**src/rtl/rtc_pkg.sv**
```systemverilog
// Shared types, field widths and calendar helpers for the RTC calendar controller.
// The helpers are pure functions so the same month-length rules serve RTL and bench.
package rtc_pkg;

    localparam int SEC_W  = 6;
    localparam int MIN_W  = 6;
    localparam int HOUR_W = 5;
    localparam int DAY_W  = 5;
    localparam int MON_W  = 4;
    localparam int YEAR_W = 14;

    typedef enum logic [0:0] {
        S_RUN   = 1'b0,
        S_CHECK = 1'b1
    } state_t;

    typedef struct packed {
        logic [SEC_W-1:0]  sec;
        logic [MIN_W-1:0]  min;
        logic [HOUR_W-1:0] hour;
        logic [DAY_W-1:0]  day;
        logic [MON_W-1:0]  mon;
        logic [YEAR_W-1:0] year;
    } cal_t;

    // Divisions are by constants only, so they reduce to fixed logic.
    function automatic logic is_leap(input logic [YEAR_W-1:0] year);
        return (year[1:0] == 2'b00) &&
               (((year % YEAR_W'(100)) != '0) || ((year % YEAR_W'(400)) == '0));
    endfunction

    function automatic logic [DAY_W-1:0] days_in_month(input logic [MON_W-1:0]  mon,
                                                       input logic [YEAR_W-1:0] year);
        logic [DAY_W-1:0] dim;
        case (mon)
            MON_W'(4), MON_W'(6), MON_W'(9), MON_W'(11): dim = DAY_W'(30);
            MON_W'(2): dim = is_leap(year) ? DAY_W'(29) : DAY_W'(28);
            default:   dim = DAY_W'(31);
        endcase
        return dim;
    endfunction

endpackage

```
**src/rtl/rtc_field_validate.sv**
```systemverilog
// Combinational legality check of a candidate calendar load.
// The day is checked against the month length of the candidate month and year.
module rtc_field_validate
    import rtc_pkg::*;
#(
    parameter int unsigned YEAR_MAX = 9999
) (
    input  logic [SEC_W-1:0]  sec,
    input  logic [MIN_W-1:0]  min,
    input  logic [HOUR_W-1:0] hour,
    input  logic [DAY_W-1:0]  day,
    input  logic [MON_W-1:0]  mon,
    input  logic [YEAR_W-1:0] year,
    output logic              ok
);

    localparam logic [YEAR_W-1:0] YEAR_MAX_V = YEAR_W'(YEAR_MAX);

    logic mon_ok;
    logic day_ok;

    assign mon_ok = (mon >= MON_W'(1)) && (mon <= MON_W'(12));
    assign day_ok = (day >= DAY_W'(1)) && (day <= days_in_month(mon, year));

    assign ok = (sec < SEC_W'(60)) && (min < MIN_W'(60)) && (hour < HOUR_W'(24)) &&
                mon_ok && day_ok && (year <= YEAR_MAX_V);

endmodule

```
**src/rtl/rtc_calendar_ctrl.sv**
```systemverilog
// Calendar time-keeper: advances sec..year on a 1 Hz tick and accepts validated
// loads through a two-state (RUN/CHECK) handshake; a load always wins over a tick.
module rtc_calendar_ctrl
    import rtc_pkg::*;
#(
    parameter int unsigned RESET_YEAR = 2000,
    parameter int unsigned YEAR_MAX   = 9999
) (
    input  logic              clk,
    input  logic              rst,
    input  logic              tick_1hz,
    input  logic              run_en,
    input  logic              set_valid,
    input  logic [SEC_W-1:0]  set_sec,
    input  logic [MIN_W-1:0]  set_min,
    input  logic [HOUR_W-1:0] set_hour,
    input  logic [DAY_W-1:0]  set_day,
    input  logic [MON_W-1:0]  set_mon,
    input  logic [YEAR_W-1:0] set_year,
    output logic              set_ready,
    output logic              set_ack,
    output logic              set_err,
    output logic [SEC_W-1:0]  sec,
    output logic [MIN_W-1:0]  min,
    output logic [HOUR_W-1:0] hour,
    output logic [DAY_W-1:0]  day,
    output logic [MON_W-1:0]  mon,
    output logic [YEAR_W-1:0] year,
    output logic              upd
);

    localparam logic [YEAR_W-1:0] YEAR_MAX_V = YEAR_W'(YEAR_MAX);
    localparam cal_t RESET_CAL = '{
        sec:  '0,
        min:  '0,
        hour: '0,
        day:  DAY_W'(1),
        mon:  MON_W'(1),
        year: YEAR_W'(RESET_YEAR)
    };

    state_t state;
    cal_t   cur;
    cal_t   cur_inc;
    cal_t   shadow;
    logic   tick_pend;
    logic   load_ok;
    logic   tick_live;

    assign tick_live = tick_1hz & run_en;

    rtc_field_validate #(
        .YEAR_MAX (YEAR_MAX)
    ) u_validate (
        .sec  (shadow.sec),
        .min  (shadow.min),
        .hour (shadow.hour),
        .day  (shadow.day),
        .mon  (shadow.mon),
        .year (shadow.year),
        .ok   (load_ok)
    );

    // Out-of-range values compare as at-limit (>=) so a corrupted field still rolls over.
    always_comb begin
        logic c_min, c_hour, c_day, c_mon, c_year;
        // NOTE: every always_comb output gets a default first so no path can infer a latch.
        cur_inc = cur;
        c_min   = (cur.sec >= SEC_W'(59));
        c_hour  = c_min && (cur.min >= MIN_W'(59));
        c_day   = c_hour && (cur.hour >= HOUR_W'(23));
        c_mon   = c_day && (cur.day >= days_in_month(cur.mon, cur.year));
        c_year  = c_mon && (cur.mon >= MON_W'(12));

        cur_inc.sec = c_min ? '0 : cur.sec + SEC_W'(1);
        if (c_min)  cur_inc.min  = (cur.min  >= MIN_W'(59))  ? '0 : cur.min  + MIN_W'(1);
        if (c_hour) cur_inc.hour = (cur.hour >= HOUR_W'(23)) ? '0 : cur.hour + HOUR_W'(1);
        if (c_day)  cur_inc.day  = c_mon ? DAY_W'(1) : cur.day + DAY_W'(1);
        if (c_mon)  cur_inc.mon  = c_year ? MON_W'(1) : cur.mon + MON_W'(1);
        if (c_year) cur_inc.year = (cur.year >= YEAR_MAX_V) ? '0 : cur.year + YEAR_W'(1);
    end

    // NOTE: the shadow load is data-only and is read solely in S_CHECK, which is
    // entered only after a capture, so it carries no reset.
    always_ff @(posedge clk) begin
        if (state == S_RUN && set_valid) begin
            shadow <= '{sec: set_sec, min: set_min, hour: set_hour,
                        day: set_day, mon: set_mon, year: set_year};
        end
    end

    always_ff @(posedge clk or posedge rst) begin
        if (rst) begin
            state     <= S_RUN;
            cur       <= RESET_CAL;
            tick_pend <= 1'b0;
            set_ack   <= 1'b0;
            set_err   <= 1'b0;
            upd       <= 1'b0;
        end else begin
            // NOTE: non-blocking defaults here are overridden by later assignments in
            // the same block, which is how the one-cycle pulses are formed.
            set_ack <= 1'b0;
            set_err <= 1'b0;
            upd     <= 1'b0;
            case (state)
                S_RUN: begin
                    if (set_valid) begin
                        state     <= S_CHECK;
                        tick_pend <= tick_pend | tick_live;
                    end else begin
                        tick_pend <= 1'b0;
                        if (run_en && (tick_1hz || tick_pend)) begin
                            cur <= cur_inc;
                            upd <= 1'b1;
                        end
                    end
                end
                S_CHECK: begin
                    state <= S_RUN;
                    if (load_ok) begin
                        cur       <= shadow;
                        set_ack   <= 1'b1;
                        upd       <= 1'b1;
                        tick_pend <= 1'b0;
                    end else begin
                        set_err   <= 1'b1;
                        tick_pend <= tick_pend | tick_live;
                    end
                end
                default: state <= S_RUN;
            endcase
        end
    end

    assign set_ready = (state == S_RUN);
    assign sec       = cur.sec;
    assign min       = cur.min;
    assign hour      = cur.hour;
    assign day       = cur.day;
    assign mon       = cur.mon;
    assign year      = cur.year;

endmodule

```
**config.mk**
```make
export PLATFORM = sky130hd
export DESIGN_NAME = rtc_calendar_ctrl
export DESIGN_NICKNAME = d
export VERILOG_FILES = /design/src/rtl/rtc_pkg.sv /design/src/rtl/rtc_field_validate.sv /design/src/rtl/rtc_calendar_ctrl.sv
export SDC_FILE = /design/constraint.sdc
export NUM_CORES = 1
export LEC_CHECK = 0
export ABC_AREA = 1
export ABC_CLOCK_PERIOD_IN_PS = 4910
export CAP_MARGIN = 0
export CORE_ASPECT_RATIO = 1.5
export CORE_UTILIZATION = 50
export DETAILED_ROUTE_END_ITERATION = 8
export PLACE_DENSITY_LB_ADDON = 0.1
export SETUP_SLACK_MARGIN = 0.4
export SLEW_MARGIN = 5
export SYNTH_ARGS = -nofsm -noshare
export SYNTH_HDL_FRONTEND = slang
export SYNTH_HIERARCHICAL = 1
export SYNTH_SLANG_ARGS = --single-unit
```
**constraint.sdc**
```tcl
create_clock -name clk -period 4.91 [get_ports clk]
set_input_delay 0.491 -clock clk [delete_from_list [all_inputs] [get_ports clk]]
set_output_delay 0.491 -clock clk [all_outputs]
set_load 0.03 [all_outputs]
```
==> impl_results.md, run 1 <==
* Vias post-DR at 6,864
* Largest fanout on the critical path at 6
* CP max stage delay at 530 ps
* Post-Synth Simple-Gate Area at 39.3%
* Mean post-synth cell area at 7.54 sq um
* Drt total wl at 18.5 mm
* Hold_sp: shadow[25]
* Via-to-Cell Ratio at 5.46
* TritonCTS clock tree: yes
* Dpl ws at -534 ps
* Worst Hold Slack at 524 ps
* Worst min path class: flip-flop to flip-flop
* Pins over their slew limit at 0
* Final WS setup at -721 ps
* #FFs+latches synth at 85
* Post-synthesis adder-cell area fraction at 2.65%
* Layout cells sized above 1 at 34.4%
* DRT Pass-1 Iters at 5
* Post-synthesis compound-gate area fraction at 14.0%
* First-pass GRT wire length at 29.0 mm
* Site Rows at 51
* Top Ports at 89
* Die height at 143 um
* Multiplexer share of the synthesized area at 0%
* Number of synthesized flops with an enable pin at 40
* Violated checks: setup timing
* Reg2reg path depth at 47
* Largest net degree at the start of global routing at 46
* Depth of the CTS H-tree at 3
* Mapped Area at 0.00661 sq mm
* Post-synthesis sequential area ratio at 35.3%
* Die X-Extent at 95.9 um
* Max Clk Rate at 178 MHz
* FF-to-FF Start: shadow[10]
* Initial Util at 51.0%
* Yosys warnings at 6
* Gr usage total at 26.9%
* CORE AREA at 0.0130 sq mm
* # port buffers at 88
* Setup_tns at -24,720 ps
* HPWL Detailed at 13.3 mm
* Delay-heaviest family, CP: simple AND/OR/NAND/NOR gates
* Final #Nets at 1,152
* Max_slew headroom at 22.1%
* CTS root buf: clkbuf_16
* Post-Layout Cell Count at 1,257
* Antenna violations before repair at 0
* Number of global-route vias before repair at 6,511
* Area grow syn2layout at 45.2%
* CP max stage cell: edfxtp_1
* Most frequent cells in the layout: nand2_1, buf_4, clkdlybuf4s50_1
* Top_reg_cell synth: edfxtp_1
* Post-DR wirelength/cell at 14.7 um
* Number of clock sinks at 85
* RSZ-0062 raised after global routing: true
* Syn Inst Count at 877
* Worst Hold Path EP: hour[2]
* Crit path top cell by count: nand2_4
* Worst-Skew Late Latency at 340 ps
* Fin Clk Skew at 7.14 ps
* Hold Buf Count CTS at 0
* Setup violators final at 44
* Commonest non-fill, non-tap cell in the layout: nand2_1
* Longest Clk Path Bufs at 2
* Grt ovf at 0
* Crit path buffers/inverters at 4
* Dpl cells at 1,214
* Clock transition at path regs at 70 ps
* Final hold vios at 0
* Worst slew pin tran at 1170 ps
* Crit Path Class: flip-flop to flip-flop
* CP Capture Type: flip-flop
* Largest family of logic cells by synthesized area: simple AND/OR/NAND/NOR gates
* R2R setup slack at -720 ps
* Asr flop ratio synth at 52.9%
* Syn nets at 936
* Crit path DAT at 5890 ps
* Worst Setup SP: shadow[10]
* Reg-to-reg endpoint: year[10]
* Die area at 0.0137 sq mm
* Max_cap viols at 0
* Run status: finished, violations left
* Drt drc at 0
* Routability cong. at 0.875
* Synth cell types at 51
* Final min period at 5630 ps
* Antenna cells at 0
* Xor/xnor share of the synthesized area at 1.85%
* Tcrit/Tclk final at 115%
* Starting DRT DRC Count at 308
* DRT antenna net count at 0
* Crit path required time at 5170 ps
* Startpoint types: flip-flop
* Hold Path Stages at 2
* Total CTS buffers at 9
==> cells in the mapped netlist (2+ instances only) <==
master	count	area (sq um)
nand2_2	48	300
ha_1	14	175
nor2_2	4	25.0
edfxtp_1	40	1200
o211ai_1	5	37.5
nand3_1	72	360
a21oi_1	45	225
dfrtp_1	37	926
o21ai_2	4	35.0
nand2_4	29	327
nand4_1	24	150
o221ai_1	2	17.5
a22oi_1	9	67.6
nand4_4	3	63.8
a2bb2oi_1	2	17.5
nand3b_1	2	15.0
nor2_4	8	90.1
a31oi_1	5	31.3
nor3_1	9	45.0
inv_2	11	41.3
nor2_1	60	225
dfstp_2	8	210
nand4_2	6	75.1
xor2_1	9	78.8
clkinv_1	6	22.5
inv_1	92	345
o2111ai_1	2	17.5
nand2_1	205	769
nand3_2	11	110
clkbuf_1	8	30.0
or2_2	3	18.8
xnor2_1	5	43.8
a21oi_2	3	26.3
o21ai_1	15	75.1
o21ai_0	55	275
==> metrics by stage <==
stage | util, % | cell area (sq um)
2_1_floorplan | - | 6840
3_3_place_gp | 66.5 | 8620
3_5_place_dp | 66.5 | 8620
4_1_cts | 70.9 | 9180
5_1_grt | 74.1 | 9600
6_report | 74.1 | 9600
==> repair_timing <==
item / CTS / global route
pin swaps: 32 / 39
setup endpoints to repair: 44 / 44
endpoints found under the hold margin: 0 / 0
buffers inserted: 12 / 14
gates cloned: 0 / 1
gates resized for setup: 40 / 85
==> routing by layer <==
layer  global-route usage (%)  wire length, um  vias to the layer above
met2                     51.2            10200                      182
met4                     10.1              615                        0
met5                        0                0                        -
met3                     3.78              570                       52
li1                         -                -                     3400
met1                     29.3             7170                     3230
==> kinds of logic (layout without fill, tap and decap cells) <==
family	count (synthesis)	count (layout)
buf+inv	119	340
compound gates	159	159
xor+xnor	14	14
fa+ha+maj	14	14
flops	85	85
simple gates	486	486
==> final cells by class <==
type,instances,area [sq um]
clock buffers,9,225
clock inverters,7,73.8
fillers,989,3350
inverters,109,433
multi-input cells,673,4430
flip-flops and latches,85,2340
well taps,159,199
repair buffers,214,1890
repair inverters,1,6.26
==> sequential cells by signal, indices dropped and copies added (netlist names) <==
| signal | cells |
|---|---|
| day | 5 |
| hour | 5 |
| min | 6 |
| mon | 4 |
| sec | 6 |
| set_ack | 1 |
| set_err | 1 |
| shadow | 40 |
| state | 1 |
| tick_pend | 1 |
| upd | 1 |
| year | 14 |
==> worst max-delay path by stage <==
stage	endpoint	cells after the start
after floorplan	year[7]	49
after global placement	hour[1]	47
after detailed placement	hour[3]	49
after CTS	hour[3]	49
after global routing	hour[3]	49
final	year[10]	47
==> worst min-delay path: cells and delay by family, from the launching register on <==
| family | cells | cell delay [ps] |
|---|---|---|
| compound gates | 1 | 60 |
| flops | 1 | 350 |
| simple gates | 1 | 80 |
Power of run 1 is not shown: default switching activity piles up to over one toggle a cycle in this logic, so the estimate is an artifact.
==> inputs of run 2 (changes only) <==
SYNTH_HIERARCHICAL = unset   (was 1)
==> run 2 against run 1 <==
Against the previous run: the run still ends with setup timing left; via count rose by 0.58%; register-to-register slack got worse by 60 ps; flip-flop and latch count unchanged; cell count shrank 2.9%; hold slack better by 3.4 ps; synthesized area fell by 4.9%.
==> impl_results.md, run 2 <==
* Run status: finished, violations left
* Violated checks: setup timing
* Post-synthesis sequential area ratio at 37.2% (+1.8 points)
* Dpl cells at 1,171 (-3.5%)
* Yosys top cell by area: edfxtp_1
* Placed inst area at 0.00813 sq mm (-5.7%)
* Post-layout util at 79.5% (+5.4 points)
* Top reg by flops: shadow
* Most frequent cells in the layout: nand2_1, buf_4, clkdlybuf4s50_1
* Max_slew headroom at 33.0% (+11 points)
* Die height at 139 um (-2.4%)
* Final hold vios at 0 (unchanged)
* Grt ovf at 0 (unchanged)
* Synth cell types at 52 (+2.0%)
* Mean post-synth cell area at 7.44 sq um (-1.3%)
* Most frequent cell after synthesis: nand2_1
* Final min period at 5690 ps (+62.3 ps)
* Number of clock sinks at 85 (unchanged)
* Pins over their slew limit at 0 (unchanged)
* Worst min path class: flip-flop to flip-flop
* Top cell type's share of synthesized area at 19.1% (+0.93 points)
* Tcrit/Tclk final at 116% (+1.3 points)
* Number of global-route vias before repair at 6,806 (+4.5%)
* #FFs+latches synth at 85 (unchanged)
* First-pass GRT wire length at 30.1 mm (+3.7%)
* Starting DRT DRC Count at 378 (+23%)
* Startpoint types: flip-flop
* Setup violators final at 44 (unchanged)
* Fin Clk Skew at 7.51 ps (+0.370 ps)
* Largest regs: shadow (40), year (14)
* Area grow syn2layout at 53.5%
* Antenna violations before repair at 0 (unchanged)
* Max FFs per register at 40 (unchanged)
* Syn nets at 904 (-3.4%)
* CP max stage delay at 420 ps (-110 ps)
* CP Capture Type: flip-flop
* Setup_tns at -30,030 ps (-5310 ps)
* Post-DR wirelength/cell at 16.1 um (+9.0%)
* Total CTS buffers at 9 (unchanged)
* Top Ports at 89 (unchanged)
* DRT antenna net count at 0 (unchanged)
* Synth cell count leaders: nand2_1, inv_1, nand3_1, o21ai_0, nor2_1
* TritonCTS clock tree: yes
* Worst-Skew Late Latency at 350 ps (about the same)
* Longest Clk Path Bufs at 2 (unchanged)
* Top_reg_cell synth: edfxtp_1
* Grt met2 use at 56.0% (+4.7 points)
* DRT Pass-1 Iters at 5 (unchanged)
* Antenna cells at 0 (unchanged)
* Depth of the CTS H-tree at 3 (unchanged)
* CP max stage cell: edfxtp_1
* Final WS setup at -783 ps (-62.3 ps)
* Vias post-DR at 6,904 (+0.58%)
* RSZ-0062 raised after global routing: true
* Fill count at 776 (-22%)
* Gr usage total at 29.1% (+2.1 points)
* Final #Nets at 1,122 (-2.6%)
* R2R setup slack at -780 ps (-60 ps)
* Crit path required time at 5140 ps (-30 ps)
* GR Layer Usage met1 at 29.4% (+0.087 points)
* Drt drc at 0 (unchanged)
* Drt total wl at 19.6 mm (+5.9%)
* Site Rows at 49 (-3.9%)
* Largest fanout on the critical path at 6 (unchanged)
* Via-to-Cell Ratio at 5.65 (+3.5%)
* Routability cong. at 0.910 (+4.0%)
* Crit path DAT at 5920 ps (+30 ps)
* Mapped Area at 0.00629 sq mm (-4.9%)
* Crit Path Class: flip-flop to flip-flop
* Met3 Track Usage GR at 4.54% (+0.75 points)
* Largest net degree at the start of global routing at 46 (unchanged)
* Max Clk Rate at 176 MHz (-1.1%)
* Number of synthesized flops with an enable pin at 40 (unchanged)
* CTS root buf: clkbuf_16
* Initial Util at 51.8% (+0.77 points)
* CORE AREA at 0.0121 sq mm (-6.3%)
* Die X-Extent at 93.6 um (-2.4%)
* Max_cap viols at 0 (unchanged)
* Syn Inst Count at 845 (-3.6%)
* Worst slew pin tran at 1000 ps (-162 ps)
* Clock transition at path regs at 60 ps (about the same)
* Die area at 0.0130 sq mm (-4.8%)
* HPWL Detailed at 13.5 mm (+1.2%)
* Largest cells by area after synthesis: edfxtp_1, dfrtp_1, nand2_1
* # port buffers at 88 (unchanged)
* Post-Layout Cell Count at 1,221 (-2.9%)
* Yosys warnings at 0 (-6)
* Asr flop ratio synth at 52.9% (unchanged)
* Gr busiest metal: met2
* Layout cells sized above 1 at 36.2% (+1.8 points)
* Commonest non-fill, non-tap cell in the layout: nand2_1
* Crit path top cell by count: nand2_4
* Final Instance Area at 0.00965 sq mm (+0.52%)
[run 2: cell types whose count changed after synthesis, moves of 7 or more]
cell	change
a21oi_1	-26
nand2_4	-18
xor2_1	+7
nand2_1	+11
o22ai_1	+9
o21ai_0	+12
[run 2: cells by family after synthesis]
kind of cell / after synthesis / synth area share, %
mux: 2 / 0.358
fa+ha+maj: 14 / 2.78
compound gates: 144 / 13.4
xor+xnor: 20 / 2.78
flops: 85 / 37.2
buf+inv: 116 / 6.92
simple gates: 464 / 36.5
[run 2: per-stage QoR]
| step | worst slack (ps) | hold WS, ps |
|---|---|---|
| finish | -783 | 527 |
| global route | -1230 | 540 |
| CTS | -589 | 544 |
| detailed placement | -920 | 529 |
| global placement | -762 | 513 |
| floorplan | -170 | 492 |
[run 2: layout make-up]
class	count	area, sq um	area share [%]
clock buffers	11	233	2.41
repair buffers	215	1910	19.7
flip-flops and latches	85	2340	24.2
inverters	108	422	4.37
clock inverters	5	108	1.11
multi-input cells	644	4450	46.1
well taps	153	191	1.98
[run 2: final timing paths]
path                       startpoint       end  cells past startpoint
min                            mon[0]    mon[0]                      2
max reg2reg                shadow[12]   hour[4]                     46
min reg2reg                    mon[0]    mon[0]                      2
max                        shadow[12]   hour[4]                     46
max in group asynchronous         rst  year[11]                      2
min in group asynchronous         rst    min[5]                      2
[run 2: worst max-delay path: cells and delay by family (launching register included)]
family	cells	cell delay (ps)
flip-flops	1	420
AND/OR/NAND/NOR	33	3420
adder cells (fa/ha/maj)	1	140
AO/OA/AOI/OAI	6	1030
buffers and inverters	6	560
[run 2: metal layers]
layer  up-vias  part of all wire (%)
li1       3295                     -
met1      3308                    35
met2       228                    56
met3        73                   4.6
met4         0                   4.3
met5         -                     0
[run 2: what timing repair did]
action                     CTS  global route
setup buffers               13            19
cloned                       1             1
setup endpoints to repair   44            44
resized for setup           57           197
pin swaps                   19            73
hold buffers                 0             0
Power of run 2 is left out for the same reason.
==> inputs of run 3 (changes only) <==
SKIP_CTS_REPAIR_TIMING = 1   (was unset)
==> run 3 against run 2 <==
Against the previous run: the run still ends with setup timing left; critical path depth shrank 2; count of clock-buffer cells in the layout unchanged; via count fell by 2.7%; first-iteration DRC count rose by 19%; routed wire length fell by 6.8%; cell count down 1.6%; register-to-register slack worse by 40 ps; core utilization decreased by 5.1 points; global-route usage decreased by 0.74 points; sequential share of layout area up 1.7 points; die area did not move.
==> impl_results.md, run 3 (synthesized netlist as in run 2, its figures left out) <==
* Die X-Extent at 93.6 um (unchanged)
* CP max stage cell: edfxtp_1
* Final Instance Area at 0.00903 sq mm (-6.5%)
* Total CTS buffers at 9 (unchanged)
* Top Ports at 89 (unchanged)
* Depth of the CTS H-tree at 3 (unchanged)
* Crit Path Class: flip-flop to flip-flop
* Area grow syn2layout at 43.5%
* TritonCTS clock tree: yes
* Fin Clk Skew at 6.71 ps (-0.808 ps)
* Grt ovf at 0 (unchanged)
* DRT Pass-1 Iters at 5 (unchanged)
* Largest fanout on the critical path at 5 (-1)
* CP Capture Type: flip-flop
* Run status: finished, violations left
* Post-DR wirelength/cell at 15.2 um (-5.3%)
* First-pass GRT wire length at 29.3 mm (-2.5%)
* Clock transition at path regs at 60 ps (about the same)
* Max_slew headroom at 34.1% (+1.1 points)
* CORE AREA at 0.0121 sq mm (unchanged)
* Max Clk Rate at 174 MHz (-0.78%)
* Pins over their slew limit at 0 (unchanged)
* Layout cells sized above 1 at 30.0% (-6.2 points)
* Worst min path class: flip-flop to flip-flop
* Hold_sp: mon[0]
* Drt drc at 0 (unchanged)
* Placed inst area at 0.00813 sq mm (unchanged)
* Gr usage total at 28.3% (-0.74 points)
* Startpoint types: flip-flop
* Final #Nets at 1,103 (-1.7%)
* Most frequent cells in the layout: nand2_1, buf_4, clkdlybuf4s50_1
* DRT antenna net count at 0 (unchanged)
* Setup violators final at 44 (unchanged)
* Longest Clk Path Bufs at 2 (unchanged)
* Worst Setup SP: shadow[10]
* Number of global-route vias before repair at 6,661 (-2.1%)
* Number of clock sinks at 85 (unchanged)
* Die area at 0.0130 sq mm (unchanged)
* Via-to-Cell Ratio at 5.59 (-1.1%)
* RSZ-0062 raised after global routing: true
* Crit path DAT at 5960 ps (+40 ps)
* Crit path required time at 5140 ps (about the same)
* Antenna violations before repair at 0 (unchanged)
* Vias post-DR at 6,720 (-2.7%)
* Final hold vios at 0 (unchanged)
* CTS root buf: clkbuf_16
* Initial Util at 51.8% (unchanged)
* Die height at 139 um (unchanged)
* FF-to-FF Start: shadow[10]
* Footprint of the multi-input gates at 0.00402 sq mm (-9.8%)
* Dpl cells at 1,171 (unchanged)
* Violated checks: setup timing
* Max_cap viols at 0 (unchanged)
* HPWL Detailed at 13.5 mm (unchanged)
* Top reg by flops: shadow
* Post-Layout Cell Count at 1,202 (-1.6%)
* Largest net degree at the start of global routing at 46 (unchanged)
* Routability cong. at 0.910 (unchanged)
* Drt total wl at 18.3 mm (-6.8%)
* Crit path top cell by count: nand2_4
* Largest regs: shadow (40), year (14)
* Commonest non-fill, non-tap cell in the layout: nand2_1
* Fill count at 888 (+14%)
* Worst slew pin tran at 987 ps (-16.3 ps)
* Starting DRT DRC Count at 448 (+19%)
* Dpl ws at -920 ps (unchanged)
* Final min period at 5740 ps (+44.6 ps)
* Worst-Skew Late Latency at 340 ps (about the same)
* CP max stage delay at 420 ps (about the same)
* Max FFs per register at 40 (unchanged)
* Tcrit/Tclk final at 117% (+0.91 points)
* Antenna cells at 0 (unchanged)
* # port buffers at 88 (unchanged)
* Site Rows at 49 (unchanged)
* FF+latch area at 0.00234 sq mm (about the same)
* R2R setup slack at -830 ps (-40 ps)
* Final WS setup at -828 ps (-44.6 ps)
run 3: final timing paths:
path	end	cells after the start
worst min register to register	mon[0]	2
worst max register to register	day[4]	44
min in group asynchronous	min[5]	2
max in group asynchronous	year[12]	2
worst min-delay path	mon[0]	2
worst max-delay path	day[4]	44
run 3: layout make-up:
cell class	count	area share [%]
multi-input cells	644	44.5
flip-flops and latches	85	25.9
repair buffers	196	19.1
inverters	108	4.60
clock buffers	11	2.58
well taps	153	2.12
clock inverters	5	1.19
run 3: layer usage:
metal	wire (um)	part of all wire, %	vias to the layer above	track usage (%)
met4	757	4.1	0	13.4
met5	0	0	-	0
met3	854	4.7	72	4.64
met2	10200	56	246	54.4
met1	6460	35	3150	28.8
li1	-	-	3252	-
run 3: worst max-delay path: cells and delay by family (launching register included):
kind	cells	cell delay [ps]
AND/OR/NAND/NOR	30	2880
multiplexers	1	370
buffers and inverters	5	580
adder cells (fa/ha/maj)	1	190
flip-flops	1	420
AO/OA/AOI/OAI	7	1200
run 3: stage by stage:
| stage | setup TNS, ps | hold WS [ps] | utilization (%) |
|---|---|---|---|
| final | -31510 | 529 | 74.4 |
| after global routing | -50510 | 567 | 74.4 |
| after CTS | -36150 | 544 | 69.8 |
| after detailed placement | -33530 | 529 | 67.0 |
| after global placement | -26360 | 513 | 67.0 |
| after floorplan | -2890 | 492 | - |
Power of run 3 is left out for the same reason.
